**src/rtl/maxpool2x2_stream.sv**
```systemverilog
// rtl/maxpool2x2_stream.sv - streaming 2x2 stride-2 signed max-pooling stage
//
// Purpose: pools a pixel-serial, row-major IMG_W x IMG_H feature map into an
// OUT_W x OUT_H map (OUT_W = IMG_W/2, OUT_H = IMG_H/2, floored). Only a
// half-row line buffer (OUT_W entries) is kept. An odd trailing column or
// row is consumed but never pooled.
//
// Optional feature: define MAXPOOL_RELU_EN to fuse a ReLU into the vertical
// compare stage. Negative pooled results are then output as zero.
//
// Ports:
//   cnn_clk    in   clock, rising edge
//   cnn_rst    in   synchronous reset, active high
//   in_valid   in   in_data carries a pixel this cycle (always accepted)
//   in_data    in   DATA_W signed input pixel
//   out_valid  out  out_data carries a pooled pixel
//   out_data   out  DATA_W signed pooled pixel
//   out_last   out  high with the final pooled pixel of a frame
//   frame_done out  one-cycle pulse after the last input pixel of a frame
module maxpool2x2_stream #(
    parameter int DATA_W = 12,
    parameter int IMG_W  = 24,
    parameter int IMG_H  = 20
) (
    input  logic              cnn_clk,
    input  logic              cnn_rst,
    input  logic              in_valid,
    input  logic [DATA_W-1:0] in_data,
    output logic              out_valid,
    output logic [DATA_W-1:0] out_data,
    output logic              out_last,
    output logic              frame_done
);

    localparam int OUT_W = IMG_W / 2;
    localparam int OUT_H = IMG_H / 2;
    localparam int CW    = (IMG_W > 1) ? $clog2(IMG_W) : 1;
    localparam int RW    = (IMG_H > 1) ? $clog2(IMG_H) : 1;
    localparam int IW    = (OUT_W > 1) ? $clog2(OUT_W) : 1;
    localparam bit W_ODD = (IMG_W % 2) == 1;
    localparam bit H_ODD = (IMG_H % 2) == 1;

    localparam logic [CW-1:0] COL_MAX     = CW'(IMG_W - 1);
    localparam logic [RW-1:0] ROW_MAX     = RW'(IMG_H - 1);
    localparam logic [CW-1:0] COL_LASTWIN = CW'(2 * OUT_W - 1);
    localparam logic [RW-1:0] ROW_LASTWIN = RW'(2 * OUT_H - 1);

    function automatic logic [DATA_W-1:0] smax(input logic [DATA_W-1:0] a,
                                                input logic [DATA_W-1:0] b);
        return ($signed(a) > $signed(b)) ? a : b;
    endfunction

    function automatic logic [DATA_W-1:0] post(input logic [DATA_W-1:0] v);
`ifdef MAXPOOL_RELU_EN
        return v[DATA_W-1] ? '0 : v;
`else
        return v;
`endif
    endfunction

    // position counters
    logic [CW-1:0]     col_q, col_d;
    logic [RW-1:0]     row_q, row_d;
    // stage 1: horizontal pair
    logic [DATA_W-1:0] hold_q, hold_d;
    logic              pair_valid_q, pair_valid_d;
    logic [DATA_W-1:0] pair_q, pair_d;
    logic              pair_odd_q, pair_odd_d;
    logic [IW-1:0]     pair_idx_q, pair_idx_d;
    logic              pair_last_q, pair_last_d;
    // stage 2: vertical compare / output
    logic              out_valid_q, out_valid_d;
    logic [DATA_W-1:0] out_data_q, out_data_d;
    logic              out_last_q, out_last_d;
    logic              frame_done_q, frame_done_d;

    logic [DATA_W-1:0] linebuf_q [OUT_W];
    logic [DATA_W-1:0] lb_rd;
    logic              lb_we;

    logic at_col_end, at_row_end, row_pooled, even_col_pooled;

    always_comb begin
        at_col_end      = (col_q == COL_MAX);
        at_row_end      = (row_q == ROW_MAX);
        // The trailing row/column of an odd dimension never joins a window.
        row_pooled      = !H_ODD || !at_row_end;
        even_col_pooled = !col_q[0] && (!W_ODD || !at_col_end);
        lb_we           = pair_valid_q && !pair_odd_q;
        lb_rd           = linebuf_q[pair_idx_q];
    end

    always_comb begin
        col_d        = col_q;
        row_d        = row_q;
        hold_d       = hold_q;
        pair_valid_d = 1'b0;
        pair_d       = pair_q;
        pair_odd_d   = pair_odd_q;
        pair_idx_d   = pair_idx_q;
        pair_last_d  = pair_last_q;
        frame_done_d = 1'b0;

        if (in_valid) begin
            if (at_col_end) begin
                col_d = '0;
                row_d = at_row_end ? '0 : row_q + RW'(1);
            end else begin
                col_d = col_q + CW'(1);
            end

            if (even_col_pooled) begin
                hold_d = in_data;
            end

            // Odd columns always have an even partner to their left.
            if (col_q[0] && row_pooled) begin
                pair_valid_d = 1'b1;
                pair_d       = smax(hold_q, in_data);
                pair_odd_d   = row_q[0];
                pair_idx_d   = IW'(col_q >> 1);
                pair_last_d  = (row_q == ROW_LASTWIN) && (col_q == COL_LASTWIN);
            end

            frame_done_d = at_col_end && at_row_end;
        end

        // Even-row pairs go to the line buffer; odd-row pairs read the same
        // entry, so a single entry is never read and written together.
        out_valid_d = pair_valid_q && pair_odd_q;
        out_last_d  = out_valid_d && pair_last_q;
        out_data_d  = out_valid_d ? post(smax(lb_rd, pair_q)) : out_data_q;
    end

    always_ff @(posedge cnn_clk) begin
        if (cnn_rst) begin
            col_q        <= '0;
            row_q        <= '0;
            hold_q       <= '0;
            pair_valid_q <= 1'b0;
            pair_q       <= '0;
            pair_odd_q   <= 1'b0;
            pair_idx_q   <= '0;
            pair_last_q  <= 1'b0;
            out_valid_q  <= 1'b0;
            out_data_q   <= '0;
            out_last_q   <= 1'b0;
            frame_done_q <= 1'b0;
        end else begin
            col_q        <= col_d;
            row_q        <= row_d;
            hold_q       <= hold_d;
            pair_valid_q <= pair_valid_d;
            pair_q       <= pair_d;
            pair_odd_q   <= pair_odd_d;
            pair_idx_q   <= pair_idx_d;
            pair_last_q  <= pair_last_d;
            out_valid_q  <= out_valid_d;
            out_data_q   <= out_data_d;
            out_last_q   <= out_last_d;
            frame_done_q <= frame_done_d;
        end
    end

    // Line buffer has no reset: every entry is written on an even row
    // before the following odd row reads it.
    always_ff @(posedge cnn_clk) begin
        if (lb_we) begin
            linebuf_q[pair_idx_q] <= pair_q;
        end
    end

    assign out_valid  = out_valid_q;
    assign out_data   = out_data_q;
    assign out_last   = out_last_q;
    assign frame_done = frame_done_q;

endmodule
```
**config.mk**
```make
export PLATFORM = sky130hd
export DESIGN_NAME = maxpool2x2_stream
export DESIGN_NICKNAME = d
export VERILOG_FILES = /design/src/rtl/maxpool2x2_stream.sv
export SDC_FILE = /design/constraint.sdc
export NUM_CORES = 1
export LEC_CHECK = 0
export ABC_AREA = 1
export CAP_MARGIN = 20
export CORE_UTILIZATION = 50
export DETAILED_ROUTE_END_ITERATION = 12
export PLACE_DENSITY = 0.75
export SLEW_MARGIN = 20
export SYNTH_ARGS = -nofsm -noshare
export SYNTH_HDL_FRONTEND = slang
export SYNTH_SLANG_ARGS = --single-unit
```
**constraint.sdc**
```tcl
create_clock -name cnn_clk -period 4.35 [get_ports cnn_clk]
set_input_delay 1.0875 -clock cnn_clk [delete_from_list [all_inputs] [get_ports cnn_clk]]
set_output_delay 1.0875 -clock cnn_clk [all_outputs]
set_load 0.005 [all_outputs]
```
==> impl_metrics.toml <==
[run_status]
outcome = "finished clean"

[setup_path]
crit_top_cell = "nand2_1"
cp-start-kind = "register"
cp_max_fo = 58
crit_chain = "inv_2 > o21ai_0 > o211ai_1 > nand2_1 > inv_1 > ha_1 > nand2_1 > inv_2 > nand2_2 > inv_1 > nand2_1 > nand4_2 > nand3_2 > nand2_1 > nand3_1 > a21oi_1"
cpPeakStageDelay_ps = 730
critPathBufInv = 4
critPathKind = "reg -> reg"
endpoint_kind = "register"
worstPathRequired_ps = 4720
r2r_setup_slack_ps = 950
path_delay_family = "simple AND/OR/NAND/NOR gates"
slowest_stage = "inv_2"
worstRegToRegCells = 16
cp.arrival_ps = 3780
rr_endpoint = "out_data[4]$_SDFFE_PP0P_"

[logic_synthesis]
synth_top_area_share_pct = 46.7
synth_cells = 998
synth_seq_cells = 204
synth_nets = 1039
synth_area_leader_cell = "edfxtp_1"
yosys.cell_types.count = 35
synth_area_mm2 = 0.00926
ys.warnings.count = 0
synthTopCellsByArea = "edfxtp_1, dfxtp_1, nand2_1"
syn_area_per_cell_um2 = 9.28
yosysSeqAreaShare_pct = 59.7

[cells_and_area]
fin_nets = 1067
fin_area_mm2 = 0.0104
syn_to_final_growth_pct = 12.6
antenna_cells = 0
fin_util_pct = 57.9
fillCellCount = 1530
final_cells = 1270
drive_gt1_share_pct = 7.01

[pwr]
power.density_mw_per_mm2 = 417
leakagePower_nw = 4.23
finalPower_mw = 4.35
vdd.ir_drop.worst_v = 0.000324

[floorplanning]
start_util_pct = 51.4
num_io_pins = 30
die-area_mm2 = 0.0191
dieHeight_um = 138
die_x_um = 138
rows = 49
core_mm2 = 0.0180

[timing]
clock_skew_ps = 6.57
rsz0062_at_grt = "false"
finalHoldViolations = 0
finalCritPeriodShare_pct = 78.3
setup_ws_ps = 946
worst_pin_slew_ps = 1050
final_max_slew_viol_count = 0
finalSetupViolCount = 0
hold_slack_ps = 454
tns_ps = 0
timing.fmax_mhz = 294
slew_headroom_pct = 30.1
layout_min_cycle_time_ps = 3400

[grt]
grt_overflow = 0
grt_util_all_layers_pct = 22.1
grt_pass1_vias = 6558
grt_pass1_wl_um = 33700
grt_max_degree = 73
antenna_found_initial = 0

[routing]
drc = 0
vias = 6844
drtIter0Drc = 607
dr.pass1.iters = 5
antenna_left = 0
vias_per_cell = 5.39
wl_per_cell_um = 16.3
routed_wl_um = 20700

[clock_network]
htree_levels = 1
clk_pin_slew_worst_paths_ps = 60
cts.path.max_buffers = 3
postCtsHoldBufs = 0
ctsResizeCount = 0
cts_tree = "built"
cts_inserted_buffers = 22
post_cts.repair.setup_buffers = 0
cts-root-buf = "clkbuf_16"
clock_latency_ps = 500
numClockSinks = 204

[min_path]
holdPathStages = 2
worstHoldPathType = "reg -> reg"
holdPathEnd = "out_last$_SDFF_PP0_"
hold_start = "pair_last_q$_SDFFE_PP0P_"

[place]
hpwlAfterDp_um = 12900
place_worst_setup_slack_ps = 1010
place_inst = 1231
gp_congestion = 0.940
place_area_mm2 = 0.00974
port_buffers = 29

[job]
drv_cap = 0
## sequential cells by signal (all words and copies together) (netlist names), named ones only
signal	flops
out_data	12
frame_done	1
pair_odd_q	1
hold_q	12
row_q	5
pair_idx_q	4
linebuf_q	144
out_valid	1
pair_q	12
pair_valid_q	1
out_last	1
pair_last_q	1
col_q	5
## report_power, final
group / switching [mW] / total [mW] / internal, mW
clock network: 0.719 / 1.76 / 1.04
logic: 0.299 / 0.442 / 0.142
registers: 0.0381 / 2.15 / 2.11
## synth_stat cells, drive strengths merged
library cell and count:
a21o 1, a21oi 48, a31oi 1, and3 1, buf 28, clkbuf 17
clkinv 1, dfxtp 60, edfxtp 144, ha 26, inv 136, nand2 248
nand3 90, nand3b 1, nand4 21, nor2 91, nor3 7, nor3b 2
nor4 1, o211ai 12, o21ai 48, o31ai 1, or2 12, xor2 1
## cells in the final DEF (no fill, tap or decap), types with 3 or more instances in the layout
cell / Yosys / final
dfxtp_1: 60 / 59
clkinv_1: 1 / 4
nand2_2: 5 / 5
nor2_1: 87 / 84
clkbuf_16: 0 / 23
nor3_1: 7 / 7
clkdlybuf4s50_1: 0 / 29
nand4_1: 20 / 20
o211ai_1: 12 / 12
nand3_1: 87 / 87
nor2_2: 4 / 7
a21oi_1: 48 / 48
buf_4: 4 / 20
inv_1: 129 / 129
nand2_1: 243 / 243
o21ai_1: 12 / 12
clkinv_2: 0 / 3
o21ai_0: 36 / 36
inv_2: 6 / 6
clkbuf_1: 16 / 7
or2_0: 11 / 11
nand3_2: 3 / 3
edfxtp_1: 144 / 144
ha_1: 26 / 26
## routing by layer
layer	global-route usage, %	up-vias	wire [µm]
met5	0	-	0
met4	8.27	0	727
met3	3.33	49	1440
met2	36.7	243	9670
met1	29.5	3211	8860
li1	-	3341	-
## worst max path at each step
stage,cells past startpoint,start,slack [ps],end
global route,19,register,580,out_data[2]$_SDFFE_PP0P_
finish,16,register,950,out_data[4]$_SDFFE_PP0P_
CTS,19,register,1010,out_data[4]$_SDFFE_PP0P_
floorplan,14,in_data[11],1860,pair_q[1]$_SDFFE_PP0P_
global placement,16,register,1030,out_data[11]$_SDFFE_PP0P_
detailed placement,19,register,1010,out_data[4]$_SDFFE_PP0P_
## layout make-up
type / count / area, µm² / share of cell area (%)
multi-input combinational: 612 / 2980 / 28.5
sequential: 204 / 5530 / 53.0
inverter: 137 / 517 / 4.96
tap: 229 / 287 / 2.75
clock inverter: 8 / 65.1 / 0.624
clock buffer: 31 / 616 / 5.90
timing repair buffer: 49 / 440 / 4.22
## worst reg2reg max path: stages (launching register included)
cell and delay (ps):
dfxtp_1 310, inv_2 730, o21ai_0 290, o211ai_1 260
nand2_1 160, inv_1 90, ha_1 220, nand2_1 90
inv_2 40, nand2_2 60, inv_1 50, nand2_1 120
nand4_2 290, nand3_2 320, nand2_1 100, nand3_1 90
a21oi_1 70
## logic make-up (layout without fill, tap and decap cells)
family / after synthesis / after routing / share of synthesized area (%)
DFF: 204 / 204 / 59.7
buffers and inverters: 182 / 225 / 8.24
xor gates and xnor gates: 1 / 1 / 0.0946
AOI/OAI and AO/OA: 111 / 111 / 6.39
and+or+nand+nor: 474 / 474 / 22.1
adders and majority gates: 26 / 26 / 3.51
Power figures use the tool's default switching activity.
